$ cat config.mk
export PLATFORM = sky130hd
export DESIGN_NAME = cam_power_seq_flat
export DESIGN_NICKNAME = d
export VERILOG_FILES = /design/src/rtl/cam_power_seq_if.sv /design/src/rtl/cam_power_seq.sv /design/src/flat_wrapper.sv
export SDC_FILE = /design/constraint.sdc
export NUM_CORES = 1
export LEC_CHECK = 0
export ABC_AREA = 0
export CAP_MARGIN = 5
export CORE_ASPECT_RATIO = 1.1
export CORE_MARGIN = 2
export CORE_UTILIZATION = 35
export DETAILED_ROUTE_END_ITERATION = 6
export MAX_ROUTING_LAYER = met4
export SLEW_MARGIN = 20
export SYNTH_ARGS = -nofsm -noshare
export SYNTH_HDL_FRONTEND = slang
export SYNTH_SLANG_ARGS = --single-unit
$ cat constraint.sdc
create_clock -name clk -period 6.7 [get_ports clk]
set_input_delay 1.34 -clock clk [delete_from_list [all_inputs] [get_ports clk]]
set_output_delay 1.34 -clock clk [all_outputs]
set_load 0.05 [all_outputs]
$ cat src/rtl/cam_power_seq_if.sv
// Control/status bundle between software-side control and the camera power sequencer.
// The master drives the requests; the slave (sequencer) drives pins and status.
interface cam_power_seq_if;
  logic       cfg_enable;
  logic       wdog_en;
  logic       frame_done;
  logic       cnt_clr;
  logic       cam_pwdn;
  logic       cam_rstn;
  logic       rx_enable;
  logic       busy;
  logic [2:0] state_o;
  logic [7:0] restart_cnt;

  modport master (
    output cfg_enable, wdog_en, frame_done, cnt_clr,
    input  cam_pwdn, cam_rstn, rx_enable, busy, state_o, restart_cnt
  );

  modport slave (
    input  cfg_enable, wdog_en, frame_done, cnt_clr,
    output cam_pwdn, cam_rstn, rx_enable, busy, state_o, restart_cnt
  );
endinterface

$ cat src/rtl/cam_power_seq.sv
// Camera power/reset sequencer with drain-on-stop and frame watchdog.
// One shared down-counter times every phase, the OFF dwell and the RUN watchdog.
module cam_power_seq #(
  parameter int CNT_W        = 24,
  parameter int T_PWUP_CYC   = 1000,
  parameter int T_SETTLE_CYC = 20000,
  parameter int T_RST_CYC    = 500,
  parameter int T_STOP_CYC   = 100000,
  parameter int WDOG_CYC     = 2000000
) (
  input logic            clk,
  input logic            rst,
  cam_power_seq_if.slave bus
);
  typedef enum logic [2:0] {
    S_OFF    = 3'd0,
    S_PWUP   = 3'd1,
    S_SETTLE = 3'd2,
    S_RUN    = 3'd3,
    S_DRAIN  = 3'd4,
    S_PWDN   = 3'd5
  } state_t;

  localparam logic [CNT_W-1:0] LD_PWUP   = CNT_W'(T_PWUP_CYC - 1);
  localparam logic [CNT_W-1:0] LD_SETTLE = CNT_W'(T_SETTLE_CYC - 1);
  localparam logic [CNT_W-1:0] LD_RST    = CNT_W'(T_RST_CYC - 1);
  localparam logic [CNT_W-1:0] LD_STOP   = CNT_W'(T_STOP_CYC - 1);
  localparam logic [CNT_W-1:0] LD_WDOG   = CNT_W'(WDOG_CYC - 1);
  localparam logic [CNT_W-1:0] ONE       = CNT_W'(1);

  state_t           state;
  logic [CNT_W-1:0] cnt;
  logic [3:0]       pins;   // {pwdn, rstn, rx_en, busy}
  logic [7:0]       rcnt;
  logic             cnt_zero;
  logic             trip;

  // Pin pattern for the state being entered, so outputs stay registered.
  function automatic logic [3:0] pins_of(input state_t s);
    case (s)
      S_OFF:    return 4'b1000;
      S_PWUP:   return 4'b0001;
      S_SETTLE: return 4'b0101;
      S_RUN:    return 4'b0110;
      S_DRAIN:  return 4'b0111;
      S_PWDN:   return 4'b0001;
      default:  return 4'b1000;
    endcase
  endfunction

  assign cnt_zero = (cnt == '0);
  // A stop request or a frame in the same cycle both pre-empt a watchdog trip.
  assign trip = (state == S_RUN) && bus.cfg_enable && bus.wdog_en &&
                !bus.frame_done && cnt_zero;

  always_ff @(posedge clk or posedge rst) begin
    if (rst) begin
      state <= S_OFF;
      cnt   <= '0;
      pins  <= pins_of(S_OFF);
      rcnt  <= '0;
    end else begin
      if (bus.cnt_clr)                rcnt <= '0;
      else if (trip && rcnt != 8'hFF) rcnt <= rcnt + 8'd1;

      case (state)
        S_OFF: begin
          if (bus.cfg_enable && cnt_zero) begin
            state <= S_PWUP; pins <= pins_of(S_PWUP); cnt <= LD_PWUP;
          end else if (!cnt_zero) cnt <= cnt - ONE;
        end
        S_PWUP: begin
          if (!bus.cfg_enable) begin
            state <= S_PWDN; pins <= pins_of(S_PWDN); cnt <= LD_RST;
          end else if (cnt_zero) begin
            state <= S_SETTLE; pins <= pins_of(S_SETTLE); cnt <= LD_SETTLE;
          end else cnt <= cnt - ONE;
        end
        S_SETTLE: begin
          if (!bus.cfg_enable) begin
            state <= S_PWDN; pins <= pins_of(S_PWDN); cnt <= LD_RST;
          end else if (cnt_zero) begin
            state <= S_RUN; pins <= pins_of(S_RUN); cnt <= LD_WDOG;
          end else cnt <= cnt - ONE;
        end
        S_RUN: begin
          if (!bus.cfg_enable) begin
            state <= S_DRAIN; pins <= pins_of(S_DRAIN); cnt <= LD_STOP;
          end else if (bus.frame_done || !bus.wdog_en) begin
            cnt <= LD_WDOG;
          end else if (cnt_zero) begin
            state <= S_PWDN; pins <= pins_of(S_PWDN); cnt <= LD_RST;
          end else cnt <= cnt - ONE;
        end
        S_DRAIN: begin
          if (bus.frame_done || cnt_zero) begin
            state <= S_PWDN; pins <= pins_of(S_PWDN); cnt <= LD_RST;
          end else cnt <= cnt - ONE;
        end
        S_PWDN: begin
          // Reload doubles as the minimum OFF dwell before the next power-up.
          if (cnt_zero) begin
            state <= S_OFF; pins <= pins_of(S_OFF); cnt <= LD_RST;
          end else cnt <= cnt - ONE;
        end
        default: begin
          state <= S_PWDN; pins <= pins_of(S_PWDN); cnt <= LD_RST;
        end
      endcase
    end
  end

  assign bus.cam_pwdn    = pins[3];
  assign bus.cam_rstn    = pins[2];
  assign bus.rx_enable   = pins[1];
  assign bus.busy        = pins[0];
  assign bus.state_o     = state;
  assign bus.restart_cnt = rcnt;
endmodule

$ cat src/flat_wrapper.sv
// flat-port wrapper written by rule: the top's interface ports become plain ports
module cam_power_seq_flat 
#(
  parameter int CNT_W        = 24,
  parameter int T_PWUP_CYC   = 1000,
  parameter int T_SETTLE_CYC = 20000,
  parameter int T_RST_CYC    = 500,
  parameter int T_STOP_CYC   = 100000,
  parameter int WDOG_CYC     = 2000000
)
  (clk, rst, bus_cfg_enable, bus_wdog_en, bus_frame_done, bus_cnt_clr, bus_cam_pwdn, bus_cam_rstn, bus_rx_enable, bus_busy, bus_state_o, bus_restart_cnt);
  cam_power_seq_if bus_i ();
  input logic clk;
  input logic rst;
  input wire logic [$bits(bus_i.cfg_enable)-1:0] bus_cfg_enable;
  input wire logic [$bits(bus_i.wdog_en)-1:0] bus_wdog_en;
  input wire logic [$bits(bus_i.frame_done)-1:0] bus_frame_done;
  input wire logic [$bits(bus_i.cnt_clr)-1:0] bus_cnt_clr;
  output wire logic [$bits(bus_i.cam_pwdn)-1:0] bus_cam_pwdn;
  output wire logic [$bits(bus_i.cam_rstn)-1:0] bus_cam_rstn;
  output wire logic [$bits(bus_i.rx_enable)-1:0] bus_rx_enable;
  output wire logic [$bits(bus_i.busy)-1:0] bus_busy;
  output wire logic [$bits(bus_i.state_o)-1:0] bus_state_o;
  output wire logic [$bits(bus_i.restart_cnt)-1:0] bus_restart_cnt;
  assign bus_i.cfg_enable = bus_cfg_enable;
  assign bus_i.wdog_en = bus_wdog_en;
  assign bus_i.frame_done = bus_frame_done;
  assign bus_i.cnt_clr = bus_cnt_clr;
  assign bus_cam_pwdn = bus_i.cam_pwdn;
  assign bus_cam_rstn = bus_i.cam_rstn;
  assign bus_rx_enable = bus_i.rx_enable;
  assign bus_busy = bus_i.busy;
  assign bus_state_o = bus_i.state_o;
  assign bus_restart_cnt = bus_i.restart_cnt;
  cam_power_seq #(.CNT_W(CNT_W), .T_PWUP_CYC(T_PWUP_CYC), .T_SETTLE_CYC(T_SETTLE_CYC), .T_RST_CYC(T_RST_CYC), .T_STOP_CYC(T_STOP_CYC), .WDOG_CYC(WDOG_CYC)) u_core (.clk(clk), .rst(rst), .bus(bus_i));
endmodule
==> flow_metrics.env <==
export IMPL_status="completed"
export IMPL_grt_usage=0.1794
export IMPL_crit_chain="clkdlybuf4s50_1, nand3b_1, a311o_2, or3_4, or3_2, a21oi_1"
export IMPL_grt_pass1_wl_um=11540
export IMPL_post_route_period_util=0.5600
export IMPL_slew_violations=0
export IMPL_post_cts_buffers=0
export IMPL_fin_ws_ns=2.948
export IMPL_cts_sinks=39
export IMPL_die_w_um=87.40
export IMPL_die_area_um2=8367
export IMPL_yosysTopAreaCellShare=0.3551
export IMPL_timing_final_crit_period_ns=3.752
export IMPL_worstPathRequired_ns=6.91
export IMPL_grt_overflow=0
export IMPL_dp_hpwl_um=4863
export IMPL_n_antenna_cell=0
export IMPL_syn_avg_cell_area_um2=8.420
export IMPL_powerDensity_nw_per_um2=269.2
export IMPL_cts_root_buf="clkbuf_8"
export IMPL_setup_viol=0
export IMPL_power_total_w=0.0008214
export IMPL_place_inst=409
export IMPL_fin_nets=338
export IMPL_firstDrtPassIters=5
export IMPL_core_area_um2=7432
export IMPL_clk_pin_slew_ns=0.08
export IMPL_vias=2573
export IMPL_synth_ff_type="dfrtp_1"
export IMPL_crit_path_max_fanout=22
export IMPL_hold_buffers=0
export IMPL_num_rows=33
export IMPL_rsz0062_at_grt="no"
export IMPL_synthToLayoutAreaGrowth_pct=13.97
export IMPL_via_per_inst=6.170
export IMPL_cts_path_max_buffers=2
export IMPL_antenna_found_initial=0
export IMPL_grt_pass1_vias=2310
export IMPL_synth_edf_count=0
export IMPL_p_leak_nw=1.134
export IMPL_clk_latency_ns=0.30
export IMPL_synthArstFlopShare=1.000
export IMPL_cpPeakStageDelay_ns=0.91
export IMPL_die_y_um=95.74
export IMPL_ant_nets=0
export IMPL_cp_top_family="simple AND/OR/NAND/NOR gates"
export IMPL_max_freq_ghz=0.2665
export IMPL_hold_viol=0
export IMPL_tns_ns=0
export IMPL_grt_max_degree=40
export IMPL_ys_ff_latch=39
export IMPL_cts_tree="yes"
export IMPL_worstSetupPathType="input pin to flip-flop"
export IMPL_critPathBufInv=1
export IMPL_fill_cells=765
export IMPL_ys_warn_count=0
export IMPL_dpl_worst_slack_ns=2.672
export IMPL_cts_buffers=5
export IMPL_ys_seq_area_frac=0.3650
export IMPL_port_buffers=20
export IMPL_ys_types=60
export IMPL_drcViolationCount=0
export IMPL_yosysTopAreaCell="dfrtp_1"
export IMPL_start_util=0.3603
export IMPL_synth_top_cells_by_area="dfrtp_1 36%, a21oi_1 4.1%, nor2_1 3.8%"
export IMPL_synthCells=318
export IMPL_gp_congestion=0.9061
export IMPL_final_instance_count_excl_fill=417
export IMPL_fin_skew_ns=0.01449
export IMPL_num_io_pins=21
export IMPL_cp_slowest_cell="clkdlybuf4s50_1"
export IMPL_yosysMostFrequentCell="dfrtp_1"
export IMPL_max_slew_margin=0.3662
export IMPL_tightest_slew_ns=0.9456
export IMPL_arrival_ns=3.96
export IMPL_drv_cap=0
export IMPL_endpoint_kind="flip-flop"
export IMPL_layout_drive_gt1_share=0.1061
export IMPL_max_vdd_ir_drop_mv=0.1693
export IMPL_drt_iter0_drc=223
export IMPL_wl_per_cell_um=16.85
export IMPL_min_path_type="flip-flop to flip-flop"
export IMPL_wl_um=7025
export IMPL_syn_cell_area_um2=2678
export IMPL_synthesis_nets=327
export IMPL_cts_resized=0
export IMPL_cp_start_kind="input pin"
export IMPL_ys_top_cells_by_count="38 x dfrtp_1, 27 x nor2_1, 22 x a21oi_1"
export IMPL_htreeDepth=2
-- metrics by stage --
step	hold slack, ns	area, µm²	utilization
final	0.5156	3052	0.4106
after global routing	0.5354	3052	0.4106
after CTS	0.5218	3052	0.4106
after detailed placement	0.4986	2934	0.3948
after global placement	0.4924	2934	0.3948
after floorplan	0.5070	2678	-
-- routing by layer --
layer  global-route usage  routed length (µm)  part of all wire  up-vias
li1                     -                   -                 -     1213
met5                    -                   0                 0        -
met1               0.2411                3098              0.44     1204
met3              0.02487                 457             0.065       29
met4              0.07308                 218             0.031        0
met2               0.2734                3250              0.46      127
-- sequential cells by signal, indices dropped and copies added, names as in the netlist --
signal,cells
u_core.pins,4
u_core.cnt,24
u_core.bus.restart_cnt,8
u_core.bus.state_o,3
-- power by group --
group	internal, W	total, W	switching, W
Clock	0.000121	0.000207	0.0000867
Combinational	0.000122	0.000296	0.000174
Sequential	0.000277	0.000318	0.0000407
-- cell families after synthesis --
family	synth area share
simple gates	0.2612
compound gates	0.2416
flops	0.3650
buf+inv	0.04532
xor+xnor	0.05234
mux	0.02056
fa+ha+maj	0.01402
-- layout make-up --
| class | instances | area (µm²) | share of cell area |
|---|---|---|---|
| clock buffer | 6 | 82.58 | 0.02706 |
| timing repair buffer | 25 | 237.7 | 0.07790 |
| inverter | 7 | 26.28 | 0.008610 |
| multi-input combinational | 251 | 1584 | 0.5191 |
| sequential | 39 | 977.2 | 0.3202 |
| clock inverter | 2 | 35.03 | 0.01148 |
| tap | 87 | 108.9 | 0.03567 |
-- layout by cell type, fill, tap and decap left out, drive strengths merged, types with 7 or more instances in the layout --
master,Yosys,layout
o21ai,20,20
nand3,17,17
nor2,27,27
inv,7,7
clkdlybuf4s50,0,20
xnor2,8,8
nor3,14,14
nand2,20,20
dfrtp,38,38
xor2,8,8
nor4,9,9
a21oi,22,22
or4,9,9
a31oi,12,12
-- worst paths after layout --
check	startpoint	end	slack (ns)	cells past startpoint
worst max-delay path	bus_cfg_enable	u_core.bus.restart_cnt[6]$_DFFE_PP0P_	2.95	6
worst min-delay path	u_core.pins[1]$_DFFE_PP0P_	u_core.pins[1]$_DFFE_PP0P_	0.52	1
worst max register to register	u_core.cnt[4]$_DFFE_PP0P_	u_core.cnt[22]$_DFFE_PP0P_	3.56	5
worst min register to register	u_core.pins[1]$_DFFE_PP0P_	u_core.pins[1]$_DFFE_PP0P_	0.52	1
max in group asynchronous	rst	u_core.pins[3]$_DFFE_PP1P_	4.87	3
min in group asynchronous	rst	u_core.cnt[18]$_DFFE_PP0P_	1.45	3
(Power assumes the default switching activity.)
